==> config.mk <==
export PLATFORM = sky130hd
export DESIGN_NAME = reg_file_sequencer
export DESIGN_NICKNAME = d
export VERILOG_FILES = /design/src/rtl/reg_file_sequencer.sv
export SDC_FILE = /design/constraint.sdc
export NUM_CORES = 1
export LEC_CHECK = 0
export ABC_AREA = 1
export CAP_MARGIN = 25
export CORE_MARGIN = 2
export CORE_UTILIZATION = 42
export DETAILED_ROUTE_END_ITERATION = 6
export PLACE_DENSITY_LB_ADDON = 0.3
export SLEW_MARGIN = 30
export SYNTH_ARGS = -nofsm -noshare
export SYNTH_HDL_FRONTEND = slang
export SYNTH_SLANG_ARGS = --single-unit
==> constraint.sdc <==
create_clock -name clk -period 1.8 [get_ports clk]
set_clock_uncertainty 0.1 [all_clocks]
set_input_delay 0.18 -clock clk [delete_from_list [all_inputs] [get_ports clk]]
set_output_delay 0.18 -clock clk [all_outputs]
set_load 0.05 [all_outputs]
==> src/rtl/reg_file_sequencer.sv <==
`default_nettype none
// ============================================================================
//  Module      : reg_file_sequencer
//  Description : Multi-cycle control unit for the 8-bit datapath. Fetches
//                instructions over a req/ack handshake, decodes them, runs
//                ADD/SUB/LI/JMP/HALT and drives the 4 x 8-bit register file.
//  Revision    : 1.0 - initial release
// ============================================================================
module reg_file_sequencer #(
    parameter logic [7:0] RESET_PC = 8'h00
) (
    input  logic       clk,
    input  logic       reset,
    input  logic       run,
    output logic       imem_req,
    output logic [7:0] imem_addr,
    input  logic       imem_ack,
    input  logic [7:0] imem_data,
    output logic [1:0] read_register1,
    output logic [1:0] read_register2,
    input  logic [7:0] read_data1,
    input  logic [7:0] read_data2,
    output logic [1:0] write_register,
    output logic [7:0] write_data,
    output logic       reg_write,
    output logic       carry_flag,
    output logic       zero_flag,
    output logic       halted,
    output logic [7:0] pc
);

    localparam logic [1:0] c_op_add   = 2'b00;
    localparam logic [1:0] c_op_sub   = 2'b01;
    localparam logic [1:0] c_op_li    = 2'b10;
    localparam logic [1:0] c_op_jmp   = 2'b11;
    localparam logic [7:0] c_halt_ins = 8'hFF;

    typedef enum logic [2:0] {
        ST_IDLE   = 3'd0,
        ST_FETCH  = 3'd1,
        ST_DECODE = 3'd2,
        ST_EXEC   = 3'd3,
        ST_WB     = 3'd4,
        ST_HALT   = 3'd5
    } state_t;

    state_t     r_state;
    logic [7:0] r_pc;
    logic [7:0] r_ir;
    logic [7:0] r_result;
    logic       r_carry;
    logic       r_zero;
    logic       r_imem_req;
    logic       r_reg_write;
    logic       r_halted;

    logic       w_is_sub;
    logic [7:0] w_operand2;
    logic [8:0] w_sum;
    logic [7:0] w_li_imm;

    // Shared adder: SUB is rs + ~rt + 1, so bit 8 is the no-borrow flag.
    assign w_is_sub   = (r_ir[7:6] == c_op_sub);
    assign w_operand2 = w_is_sub ? ~read_data2 : read_data2;
    assign w_sum      = {1'b0, read_data1} + {1'b0, w_operand2} + {8'd0, w_is_sub};
    assign w_li_imm   = {4'b0000, r_ir[5:2]};

    assign imem_req       = r_imem_req;
    assign imem_addr      = r_pc;
    assign pc             = r_pc;
    assign read_register1 = r_ir[5:4];
    assign read_register2 = r_ir[3:2];
    assign write_register = r_ir[1:0];
    assign write_data     = r_result;
    assign reg_write      = r_reg_write;
    assign carry_flag     = r_carry;
    assign zero_flag      = r_zero;
    assign halted         = r_halted;

    // Sequencer FSM; request/strobe/halt outputs are registered on entry to their state.
    always_ff @(posedge clk) begin
        if (reset) begin
            r_state     <= ST_IDLE;
            r_pc        <= RESET_PC;
            r_ir        <= 8'h00;
            r_result    <= 8'h00;
            r_carry     <= 1'b0;
            r_zero      <= 1'b0;
            r_imem_req  <= 1'b0;
            r_reg_write <= 1'b0;
            r_halted    <= 1'b0;
        end else begin
            case (r_state)
                ST_IDLE: begin
                    if (run) begin
                        r_state    <= ST_FETCH;
                        r_imem_req <= 1'b1;
                    end
                end
                ST_FETCH: begin
                    if (imem_ack) begin
                        r_ir       <= imem_data;
                        r_pc       <= r_pc + 8'd1;
                        r_imem_req <= 1'b0;
                        r_state    <= ST_DECODE;
                    end
                end
                ST_DECODE: begin
                    if (r_ir == c_halt_ins) begin
                        r_halted <= 1'b1;
                        r_state  <= ST_HALT;
                    end else if (r_ir[7:6] == c_op_jmp) begin
                        r_pc       <= {2'b00, r_ir[5:0]};
                        r_imem_req <= 1'b1;
                        r_state    <= ST_FETCH;
                    end else begin
                        r_state <= ST_EXEC;
                    end
                end
                ST_EXEC: begin
                    if (r_ir[7:6] == c_op_li) begin
                        r_result <= w_li_imm;
                    end else if ((r_ir[7:6] == c_op_add) || (r_ir[7:6] == c_op_sub)) begin
                        r_result <= w_sum[7:0];
                        r_carry  <= w_sum[8];
                        r_zero   <= (w_sum[7:0] == 8'h00);
                    end
                    r_reg_write <= 1'b1;
                    r_state     <= ST_WB;
                end
                ST_WB: begin
                    r_reg_write <= 1'b0;
                    if (run) begin
                        r_imem_req <= 1'b1;
                        r_state    <= ST_FETCH;
                    end else begin
                        r_state <= ST_IDLE;
                    end
                end
                ST_HALT: begin
                    r_halted <= 1'b1;
                end
                default: begin
                    r_state     <= ST_IDLE;
                    r_imem_req  <= 1'b0;
                    r_reg_write <= 1'b0;
                end
            endcase
        end
    end

endmodule
`default_nettype wire

==> impl_metrics.yaml <==
clock_tree:
  cts.path.max_buffers: 2
  htree_levels: 2
  cts_tree: "yes"
  path_clk_slew_ps: 70
  clkSinkCount: 32
  cts-root-buf: "sky130_fd_sc_hd__clkbuf_8"
  postCtsHoldBufs: 0
  cts_inserted_buffers: 5
  worstSkewPairLatency_ps: 290
power:
  seq_power_share_pct: 29.2
  p_comb_share_pct: 50.8
  power.clock.fraction_pct: 20.0
  p_int_uw: 1743
  maximum_vdd_drop_uv: 427.5
  power.density_mw_per_mm2: 948.8
  switching_share_pct: 41.82
  p_leak_uw: 0.001490
  total_switching_power_uw: 1253
setup_path:
  cp_slowest_stage_delay_ps: 520
  timing.critical_path.fanout_max: 6
  crit_path_kind: "register to register"
  slowest_stage: "sky130_fd_sc_hd__fa_2"
  worstPathArrival_ps: 2220
  crit_path_end_kind: "register"
  critPathMostFrequentCell: "sky130_fd_sc_hd__nor2_1"
  worst_setup_path_start_kind: "register"
  worst_ep_required_time_ps: 1920
  worstPathCellList: "inv_4, nand2_8, a21oi_4, inv_2, fa_2, inv_1, nor2_1, nand3_1, nor2_1, nand2_1, nor2_1, nand3_1, a21oi_1"
logic_synthesis:
  synth_cells: 302
  nets_in_the_synthesized_netlist: 341
  yosys.cell_count.top_type: "sky130_fd_sc_hd__nand2_1"
  synth_cell_types: 33
  number_of_synthesized_flops_with_an_enable_pin: 0
  yosys_most_used_dff: "sky130_fd_sc_hd__dfxtp_1"
  synth.cells.most_frequent: "sky130_fd_sc_hd__nand2_1 (69), sky130_fd_sc_hd__inv_1 (34), sky130_fd_sc_hd__nor2_1 (33), sky130_fd_sc_hd__dfxtp_1 (32), sky130_fd_sc_hd__a21oi_1 (25)"
  synthesis.area_sq_mm: 0.002061
  syn_area_per_cell_sq_um: 6.824
  ys_top_cells_by_area: "sky130_fd_sc_hd__dfxtp_1 (31%), sky130_fd_sc_hd__nand2_1 (13%), sky130_fd_sc_hd__inv_1 (6.2%)"
  post-synth-top-area-fraction_pct: 31.09
  synth_top_cell_by_area: "sky130_fd_sc_hd__dfxtp_1"
  ys_warn_count: 0
  synth_seq_area_share_pct: 31.09
  synthArstFlopShare_pct: 0
  synth_seq_cells: 32
final_layout:
  insertedDiodeCount: 0
  area.growth.synth_to_final_pct: 53.19
  post_layout_nonfiller_instances: 449
  fraction_of_layout_instances_using_a_drive_strength_above_1_pct: 29.06
  finish.net_count: 421
timing:
  grt_setup_unrepaired: "yes"
  worst_pin_slew_ps: 510.1
  min_setup_slack_post_route_ps: -303.9
  relSlewSlack_pct: 65.94
  finalWorstPathRequiredPeriod_ps: 2104
  final_cycle_share_pct: 116.9
  finalHoldViolCount: 0
  setup_viol_count_final: 9
  final_count_of_pins_violating_max_slew: 0
  maxClockFrequency_mhz: 475.3
die:
  die_h_um: 74.05
  initial_utilization_pct: 43.63
  io_pins: 63
  area_of_the_placeable_core_sq_mm: 0.004723
  die_w_um: 74.05
  die_area_sq_mm: 0.005483
  placement_rows: 25
global_route:
  first_global_vias: 2084
  grt_remaining_overflow: 0
  globalRoute.busiestLayer: "met2"
  grt_first_pass_wirelength_mm: 8.700
  met3_routing_resource_usage_after_global_routing_pct: 3.930
  grt_max_degree: 16
  grt.met1_usage_pct: 22.59
  grt_use_met2_pct: 36.81
  grt_use_total_pct: 20.71
  number_of_antenna_violations_at_the_first_check_in_global_routing: 0
place:
  place_congestion: 0.9087
  post-dp-hpwl_mm: 3.845
  io_buffer_count: 62
  dp_worst_setup_slack_ps: -481.1
  placed_cells: 436
drt:
  wl_per_cell_um: 12.45
  drt_drc_violations_left: 0
  wirelength_mm: 5.588
  antenna_left: 0
  vias_per_cell: 4.942
  drt_first_iter_violations: 104
  drt_pass1_iterations: 4
  vias: 2219
flow_run:
  drv.max_cap_violation_count: 0
status:
  status: "complete, but fails checks"
  violations_in_the_final_reports: "negative setup slack"
worst_hold_path:
  timing.hold.worst.class: "input pin to register"
[power by group through the flow]
stage	logic, uW	clock network, uW	registers [uW]
2_1_floorplan	759	0	1020
3_3_place_gp	1240	0	885
3_5_place_dp	1260	0	887
4_1_cts	1380	611	875
5_1_grt	1640	637	889
6_report	1520	599	875
[area by class of cell]
type | count | area [sq um]
clock buffer | 7 | 96.34
tap | 67 | 83.83
inverter | 37 | 142.6
multi-input combinational | 216 | 1399
fill | 404 | 1567
sequential | 32 | 645.6
timing repair buffer | 90 | 789.5
[sequential cells by signal, summed over array words and instances, names as in the netlist]
name / cells
r_state: 3
write_data: 8
r_ir: 8
zero_flag: 1
halted: 1
carry_flag: 1
imem_addr: 8
imem_req: 1
reg_write: 1
[per-stage QoR]
stage | area (sq um) | utilization, % | TNS [ps] | total power [uW] | hold WS (ps)
after global routing | 3157 | 66.83 | -1820 | 3169 | 294.9
after global placement | 2763 | 58.49 | -2625 | 2127 | 362.3
after CTS | 3034 | 64.24 | -566.4 | 2866 | 371.6
after detailed placement | 2763 | 58.49 | -2986 | 2145 | 365.3
after floorplan | 2079 | - | -131.4 | 1779 | 158.5
final | 3157 | 66.83 | -926.7 | 2995 | 241.7
[final timing paths]
| kind | startpoint | endpoint | slack (ps) | cells past startpoint |
|---|---|---|---|---|
| setup / recovery | r_ir[7]$_SDFFE_PP0P_ | zero_flag$_SDFFE_PP0P_ | -300 | 13 |
| hold / removal | read_data1[0] | write_data[0]$_SDFFE_PP0P_ | 240 | 5 |
| setup reg to reg | r_ir[7]$_SDFFE_PP0P_ | zero_flag$_SDFFE_PP0P_ | -300 | 13 |
| hold reg to reg | write_data[7]$_SDFFE_PP0P_ | write_data[7]$_SDFFE_PP0P_ | 370 | 2 |
[placed cells by master, fill, tap and decap left out, types with 4 or more instances in the layout]
| cell | count |
|---|---|
| sky130_fd_sc_hd__inv_1 | 28 |
| sky130_fd_sc_hd__nand4_1 | 4 |
| sky130_fd_sc_hd__dfxtp_1 | 30 |
| sky130_fd_sc_hd__ha_4 | 4 |
| sky130_fd_sc_hd__nand3_1 | 12 |
| sky130_fd_sc_hd__a21oi_1 | 19 |
| sky130_fd_sc_hd__buf_6 | 4 |
| sky130_fd_sc_hd__inv_2 | 7 |
| sky130_fd_sc_hd__nand2_1 | 63 |
| sky130_fd_sc_hd__a21oi_2 | 4 |
| sky130_fd_sc_hd__ha_1 | 6 |
| sky130_fd_sc_hd__nand3_2 | 4 |
| sky130_fd_sc_hd__buf_4 | 49 |
| sky130_fd_sc_hd__xnor2_2 | 4 |
| sky130_fd_sc_hd__o21ai_0 | 23 |
| sky130_fd_sc_hd__clkdlybuf4s50_1 | 33 |
| sky130_fd_sc_hd__a31oi_1 | 5 |
| sky130_fd_sc_hd__nor2_1 | 32 |
| sky130_fd_sc_hd__clkbuf_8 | 7 |
| sky130_fd_sc_hd__nand2_2 | 4 |
[timing repair]
action,in CTS,in global routing
setup buffers,5,1
setup endpoints to repair,8,10
pin swaps,12,13
resized for setup,23,29
[cells by family (layout without fill, tap and decap cells)]
kind of cell | after synthesis | in the layout | synth area share (%)
AOI/OAI and AO/OA | 60 | 60 | 16.15
and+or+nand+nor | 135 | 135 | 28.66
buffers and inverters | 54 | 134 | 12.81
adders and majority gates | 11 | 11 | 7.043
DFF | 32 | 32 | 31.09
xor gates and xnor gates | 10 | 10 | 4.250
[metal layers]
metal | vias to the layer above | routed length (um)
met3 | 17 | 264
met5 | - | 0
met1 | 997 | 2269
met4 | 0 | 208
met2 | 70 | 2846
li1 | 1135 | -
[critical path: cells and delay by family, from the launching register on]
kind / cells / cell delay [ps]
simple gates: 7 / 630
fa+ha+maj: 1 / 520
flops: 1 / 330
compound gates: 2 / 270
buf+inv: 3 / 190
Note: power is estimated with default switching activity, not from simulation.
